--- src/rtl/led_sched_pkg.sv ---
// Shared types and helpers for the LED blink scheduler.
package led_sched_pkg;

  localparam int unsigned MAX_REQ    = 8;
  localparam int unsigned GAP_CYCLES = 1;

  typedef enum logic [1:0] {
    IDLE = 2'd0,
    RUN  = 2'd1,
    GAP  = 2'd2
  } state_t;

  // One-hot winner: first set bit of req searching upward from ptr+1, wrapping at n.
  function automatic logic [MAX_REQ-1:0] rr_pick(input logic [MAX_REQ-1:0] req,
                                                 input logic [2:0]         ptr,
                                                 input logic [3:0]         n);
    logic [MAX_REQ-1:0] g;
    logic               hit;
    int unsigned        idx;
    g   = '0;
    hit = 1'b0;
    for (int unsigned k = 1; k <= MAX_REQ; k++) begin
      idx = (32'(ptr) + k) % 32'(n);
      if ((k <= 32'(n)) && !hit && req[idx[2:0]]) begin
        g[idx[2:0]] = 1'b1;
        hit         = 1'b1;
      end
    end
    return g;
  endfunction

endpackage

--- src/rtl/led_blink_scheduler_timer.sv ---
// Half-period timer: counts 0..d-1 while enabled and pulses tick on the wrap (d==0 acts as 1).
module blink_timer #(
  parameter int unsigned WIDTH = 24
) (
  input  logic             clk,
  input  logic             rst_n,
  input  logic             start,
  input  logic             en,
  input  logic [WIDTH-1:0] d,
  output logic             tick
);

  logic [WIDTH-1:0] r_count;
  logic [WIDTH-1:0] r_last;

  assign tick = en && (r_count == r_last);

  always_ff @(posedge clk or negedge rst_n) begin
    if (!rst_n) begin
      r_count <= '0;
      r_last  <= '0;
    end else if (start) begin
      r_count <= '0;
      r_last  <= (d == '0) ? '0 : d - WIDTH'(1);
    end else if (en) begin
      r_count <= (r_count == r_last) ? '0 : r_count + WIDTH'(1);
    end
  end

endmodule

--- src/rtl/led_blink_scheduler.sv ---
// Round-robin sharing of one LED between NREQ requesters, one blink burst per grant.
// Optional urgent preemption by requester 0 when LED_PREEMPT_EN is defined.
module led_blink_scheduler
  import led_sched_pkg::*;
#(
  parameter int unsigned NREQ       = 4,
  parameter int unsigned WIDTH      = 24,
  parameter int unsigned SLOT_BEATS = 8
) (
  input  logic                  clk,
  input  logic                  rst_n,
  input  logic [NREQ-1:0]       req,
  input  logic [NREQ*WIDTH-1:0] div,
  output logic [NREQ-1:0]       grant,
  output logic [NREQ-1:0]       done,
  output logic                  busy,
  output logic                  led
);

  localparam int unsigned IDX_W  = $clog2(NREQ);
  localparam int unsigned BEAT_W = $clog2(SLOT_BEATS + 1);

  if ((SLOT_BEATS < 2) || (SLOT_BEATS % 2 != 0)) begin : g_bad_beats
    $error("SLOT_BEATS must be even and >= 2");
  end
  if ((NREQ < 2) || (NREQ > MAX_REQ)) begin : g_bad_nreq
    $error("NREQ must be in 2..8");
  end

  state_t            r_state;
  logic [IDX_W-1:0]  r_rr_ptr;
  logic [IDX_W-1:0]  r_owner;
  logic [BEAT_W-1:0] r_beat;

  logic [NREQ-1:0]   w_win_oh;
  logic [IDX_W-1:0]  w_win_idx;
  logic              w_force0;
  logic [WIDTH-1:0]  w_d;
  logic              w_start;
  logic              w_en;
  logic              w_tick;
  logic              w_owner_req;
  logic              w_cut;

`ifdef LED_PREEMPT_EN
  logic r_req0_q;
  logic r_pre_pend;
  logic r_pre_gap;
  logic w_pre_req;
`endif

  // Arbitration, timer control and preemption decode.
  always_comb begin
    logic [MAX_REQ-1:0] pick;
    pick      = rr_pick(MAX_REQ'(req), 3'(r_rr_ptr), 4'(NREQ));
    w_win_oh  = pick[NREQ-1:0];
    w_win_idx = '0;
    for (int unsigned i = 0; i < NREQ; i++) begin
      if (w_win_oh[i]) w_win_idx = IDX_W'(i);
    end
    w_force0 = 1'b0;
    w_cut    = 1'b0;
`ifdef LED_PREEMPT_EN
    w_pre_req = r_pre_pend || (req[0] && !r_req0_q);
    if ((r_state == GAP) && r_pre_gap && req[0]) begin
      w_win_oh  = NREQ'(1);
      w_win_idx = '0;
      w_force0  = 1'b1;
    end
    // Cut on the next toggle, or at once if the LED is already dark.
    w_cut = (r_state == RUN) && (r_owner != '0) && w_pre_req && (!led || w_tick);
`endif
    w_d         = div[w_win_idx*WIDTH +: WIDTH];
    w_start     = (r_state != RUN) && (req != '0);
    w_en        = (r_state == RUN);
    w_owner_req = req[r_owner];
  end

  blink_timer #(.WIDTH(WIDTH)) u_timer (
    .clk   (clk),
    .rst_n (rst_n),
    .start (w_start),
    .en    (w_en),
    .d     (w_d),
    .tick  (w_tick)
  );

  always_ff @(posedge clk or negedge rst_n) begin
    if (!rst_n) begin
      r_state  <= IDLE;
      r_rr_ptr <= IDX_W'(NREQ - 1);
      r_owner  <= '0;
      r_beat   <= '0;
      grant    <= '0;
      done     <= '0;
      busy     <= 1'b0;
      led      <= 1'b0;
`ifdef LED_PREEMPT_EN
      r_req0_q   <= 1'b0;
      r_pre_pend <= 1'b0;
      r_pre_gap  <= 1'b0;
`endif
    end else begin
      done <= '0;
`ifdef LED_PREEMPT_EN
      r_req0_q <= req[0];
`endif
      case (r_state)
        RUN: begin
          if (!w_owner_req) begin
            r_state <= GAP;
            grant   <= '0;
            led     <= 1'b0;
`ifdef LED_PREEMPT_EN
            r_pre_pend <= 1'b0;
`endif
          end else if (w_cut) begin
            r_state <= GAP;
            grant   <= '0;
            led     <= 1'b0;
`ifdef LED_PREEMPT_EN
            r_pre_pend <= 1'b0;
            r_pre_gap  <= 1'b1;
`endif
          end else begin
`ifdef LED_PREEMPT_EN
            if (w_pre_req && (r_owner != '0)) r_pre_pend <= 1'b1;
`endif
            if (w_tick) begin
              if (r_beat == BEAT_W'(SLOT_BEATS - 1)) begin
                r_state <= GAP;
                grant   <= '0;
                led     <= 1'b0;
                done    <= grant;
`ifdef LED_PREEMPT_EN
                r_pre_pend <= 1'b0;
`endif
              end else begin
                led    <= ~led;
                r_beat <= r_beat + BEAT_W'(1);
              end
            end
          end
        end
        default: begin
          // IDLE and the single GAP cycle share the arbitration path.
          led <= 1'b0;
`ifdef LED_PREEMPT_EN
          r_pre_gap <= 1'b0;
`endif
          if (req != '0) begin
            r_state <= RUN;
            grant   <= w_win_oh;
            r_owner <= w_win_idx;
            r_beat  <= '0;
            busy    <= 1'b1;
            if (!w_force0) r_rr_ptr <= w_win_idx;
          end else begin
            r_state <= IDLE;
            grant   <= '0;
            busy    <= 1'b0;
          end
        end
      endcase
    end
  end

endmodule

--- config.mk ---
export PLATFORM = sky130hd
export DESIGN_NAME = led_blink_scheduler
export DESIGN_NICKNAME = d
export VERILOG_FILES = /design/src/rtl/led_sched_pkg.sv /design/src/rtl/led_blink_scheduler_timer.sv /design/src/rtl/led_blink_scheduler.sv
export SDC_FILE = /design/constraint.sdc
export NUM_CORES = 1
export LEC_CHECK = 0
export BUFFER_PORTS_ARGS = -buffer_cell sky130_fd_sc_hd__clkbuf_2
export CORE_MARGIN = 2
export CORE_UTILIZATION = 35
export DETAILED_ROUTE_END_ITERATION = 16
export GPL_TIMING_DRIVEN = 0
export PLACE_DENSITY = 0.51
export SYNTH_ARGS = -nofsm -noshare
export SYNTH_HDL_FRONTEND = slang
export SYNTH_SLANG_ARGS = --single-unit
--- constraint.sdc ---
create_clock -name clk -period 5.9 [get_ports clk]
set_input_delay 1.77 -clock clk [delete_from_list [all_inputs] [get_ports clk]]
set_output_delay 1.77 -clock clk [all_outputs]
set_load 0.01 [all_outputs]
==> results.py <==
metrics = {
    "run_status": {
        "status": "complete, no violations",
    },
    "run": {
        "drv_cap": 0,
    },
    "cts": {
        "cts-htree-levels": 3,
        "cts.sinks": 68,
        "cts_buffers": 9,
        "cts_tree": "built",
        "clk_latency_ps": 330,
        "cts_root_buf": "clkbuf_16",
        "path_clk_slew_ps": 60,
        "clockBufferDepth": 2,
    },
    "setup_path": {
        "worstPathArrival_ps": 5860,
        "startpoint_type": "primary input",
        "worstSetupPathType": "primary input to register",
        "slowest_stage": "mux4_2",
        "required_ps": 6090,
        "crit_fanout": 10,
        "crit_path_max_incr_delay_ps": 620,
        "crit_chain": "clkbuf_2 -> mux4_2 -> a221oi_1 -> o311a_1 -> buf_2 -> buf_1 -> clkbuf_1 -> o21ai_0 -> o31a_1 -> nor4_2 -> nand4b_1 -> nor4_4 -> buf_4 -> o31ai_1",
        "cp-end-kind": "register",
    },
    "pwr": {
        "vdd_drop_max_v": 0.0003961,
        "powerDensity_mw_per_mm2": 699.5,
        "leakage_nw": 2.835,
    },
    "timing": {
        "period_share_pct": 96.07,
        "period_needed_ps": 5668,
        "slew_violations": 0,
        "max_freq_mhz": 176.4,
        "fin_skew_ps": 6.365,
        "hold_viol": 0,
        "rsz0062_at_grt": "false",
        "worstMarginPinSlew_ps": 760.8,
        "setup_violations": 0,
        "max-slew-margin-rel_pct": 49.28,
        "fin_ws_ps": 231.6,
    },
    "detailed_routing": {
        "totalWireLength_um": 17000,
        "vias": 5176,
        "drtAntennaViolNets": 0,
        "first_pass_iters": 5,
        "via_per_inst": 5.560,
        "wl_per_cell_um": 18.26,
        "drc_errors": 0,
        "drt_iter0_drc": 367,
    },
    "floorplanning": {
        "ios": 112,
        "rows": 44,
        "start_util_pct": 35.66,
        "die-area_mm2": 0.01574,
        "core_area_mm2": 0.01448,
        "die_y_um": 125.5,
        "die_w_um": 125.5,
    },
    "final_layout": {
        "antennaDiodeCount": 0,
        "multi_input_area_mm2": 0.003308,
        "fillCellCount": 1488,
        "drive_gt1_share_pct": 23.96,
        "layout.cells.non_filler": 931,
        "fin_area_mm2": 0.006356,
        "fin_nets": 856,
        "regArea_mm2": 0.001704,
        "syn_to_final_growth_pct": 23.09,
    },
    "logic_synthesis": {
        "ys_seq_elements": 68,
        "synthFlopType": "dfrtp_1",
        "yosys.area.top_type_share_pct": 31.98,
        "yosys.area.top_type": "dfrtp_1",
        "async_flop_share_pct": 100.0,
        "synth.avg_cell_area_um2": 8.479,
        "synth_nets": 722,
        "synth.distinct_cells": 72,
        "yosysMostFrequentCell": "nand2_1",
        "yosys_warnings": 0,
        "syn_inst": 609,
        "synth_area_mm2": 0.005164,
        "yosys-top-cells-area": "dfrtp_1 32%, o21ai_0 6.1%, nand2_1 5.2%",
        "yosysSeqAreaShare_pct": 33.00,
        "synth-edff-count": 0,
        "synth_commonest_cells": "72 x nand2_1, 66 x dfrtp_1, 63 x o21ai_0",
    },
    "place": {
        "place.gp.congestion": 0.9447,
        "place_area_mm2": 0.005972,
        "port_buffers": 111,
        "hpwl_um": 13580,
        "dp_cells": 905,
        "dp_slack_ps": -581.3,
    },
    "global_routing": {
        "antenna_found_initial": 0,
        "grt_max_degree": 43,
        "track_usage_pct": 21.78,
        "grt-ovfl-total": 0,
        "grt_pass1_wl_um": 27430,
        "grt_pass1_vias": 5203,
    },
    "min_path": {
        "hold_class": "register to register",
    },
}
==> power breakdown <==
group	internal, W	leakage, nW	switching (W)
Clock	0.000303	0.133	0.000192
Sequential	0.000615	0.879	0.000108
Combinational	0.00125	1.82	0.00198
==> placed cells by master, fill, tap and decap left out, drive strengths merged, types with 13 or more instances in the layout <==
cell type and n:
xnor2 15, o31ai 21, o21ai 67, xor2 26, nand2b 19, clkbuf 144, and3 14, nand2 73
nor2 42, a21oi 24, nor3 13, nand3 29, dfrtp 66, buf 21
==> state kept, by name, indices dropped and copies added, names as in the netlist <==
| signal | count |
|---|---|
| busy | 1 |
| led | 1 |
| r_owner | 2 |
| u_timer.r_count | 24 |
| r_rr_ptr | 2 |
| r_beat | 4 |
| grant | 4 |
| done | 4 |
| u_timer.r_last | 24 |
| r_state | 2 |
==> worst max-delay path, delay by kind of cell <==
kind            cells  cell delay, ps
simple gates        3            1040
compound gates      5             970
buf+inv             5            1440
mux                 1             620
==> layer usage <==
layer | GRT usage (%) | vias up | part of all wire [%]
li1 | - | 2521 | -
met1 | 29.62 | 2431 | 46
met2 | 34.66 | 197 | 46
met3 | 3.124 | 27 | 5.3
met4 | 9.281 | 0 | 3.0
met5 | 0 | - | 0
==> metrics by stage <==
| stage | utilization (%) | power [W] | hold WS (ps) | setup TNS, ps |
|---|---|---|---|---|
| 6_report | 43.90 | 0.004446 | 498.6 | 0 |
| 3_3_place_gp | 41.09 | 0.003727 | 483.8 | -9858 |
| 2_1_floorplan | - | 0.002894 | 467.3 | 0 |
| 4_1_cts | 43.43 | 0.004355 | 506.2 | -38.85 |
| 3_5_place_dp | 41.25 | 0.003759 | 494.6 | -10530 |
| 5_1_grt | 43.90 | 0.004820 | 526.6 | 0 |
==> worst paths after layout <==
path	slack, ps	end	start	cells after the start
max	230	u_timer.r_last[7]	req[1]	14
min	500	u_timer.r_last[14]	u_timer.r_last[14]	2
max reg2reg	750	u_timer.r_last[7]	r_rr_ptr[0]	16
min reg2reg	500	u_timer.r_last[14]	u_timer.r_last[14]	2
max in group asynchronous	3890	r_rr_ptr[1]	rst_n	2
min in group asynchronous	1390	r_beat[2]	rst_n	1
==> cell type report <==
class / count / share of cell area (%)
multi-input combinational: 502 / 52.05
sequential: 68 / 26.81
timing repair buffer: 123 / 10.39
clock buffer: 11 / 3.976
tap: 184 / 3.622
buffer: 31 / 2.283
inverter: 8 / 0.4724
clock inverter: 4 / 0.3937
==> timing repair <==
| item | in CTS | in global routing |
|---|---|---|
| gates resized for setup | 1 | 8 |
| setup buffers | 5 | 6 |
| hold buffers | 0 | 0 |
| pin swaps | 2 | 3 |
| cloned | 0 | 0 |
| setup endpoints to repair | 15 | 23 |
==> logic make-up (layout without fill, tap and decap cells) <==
logic type	count (synthesis)	after routing	share of synthesized area, %
compound gates	170	170	21.59
simple gates	256	256	26.05
mux	24	24	6.421
fa+ha+maj	11	11	2.665
flops	68	68	33.00
buf+inv	39	177	3.320
xor+xnor	41	41	6.954
No activity file was read; power rests on OpenSTA's default activity.
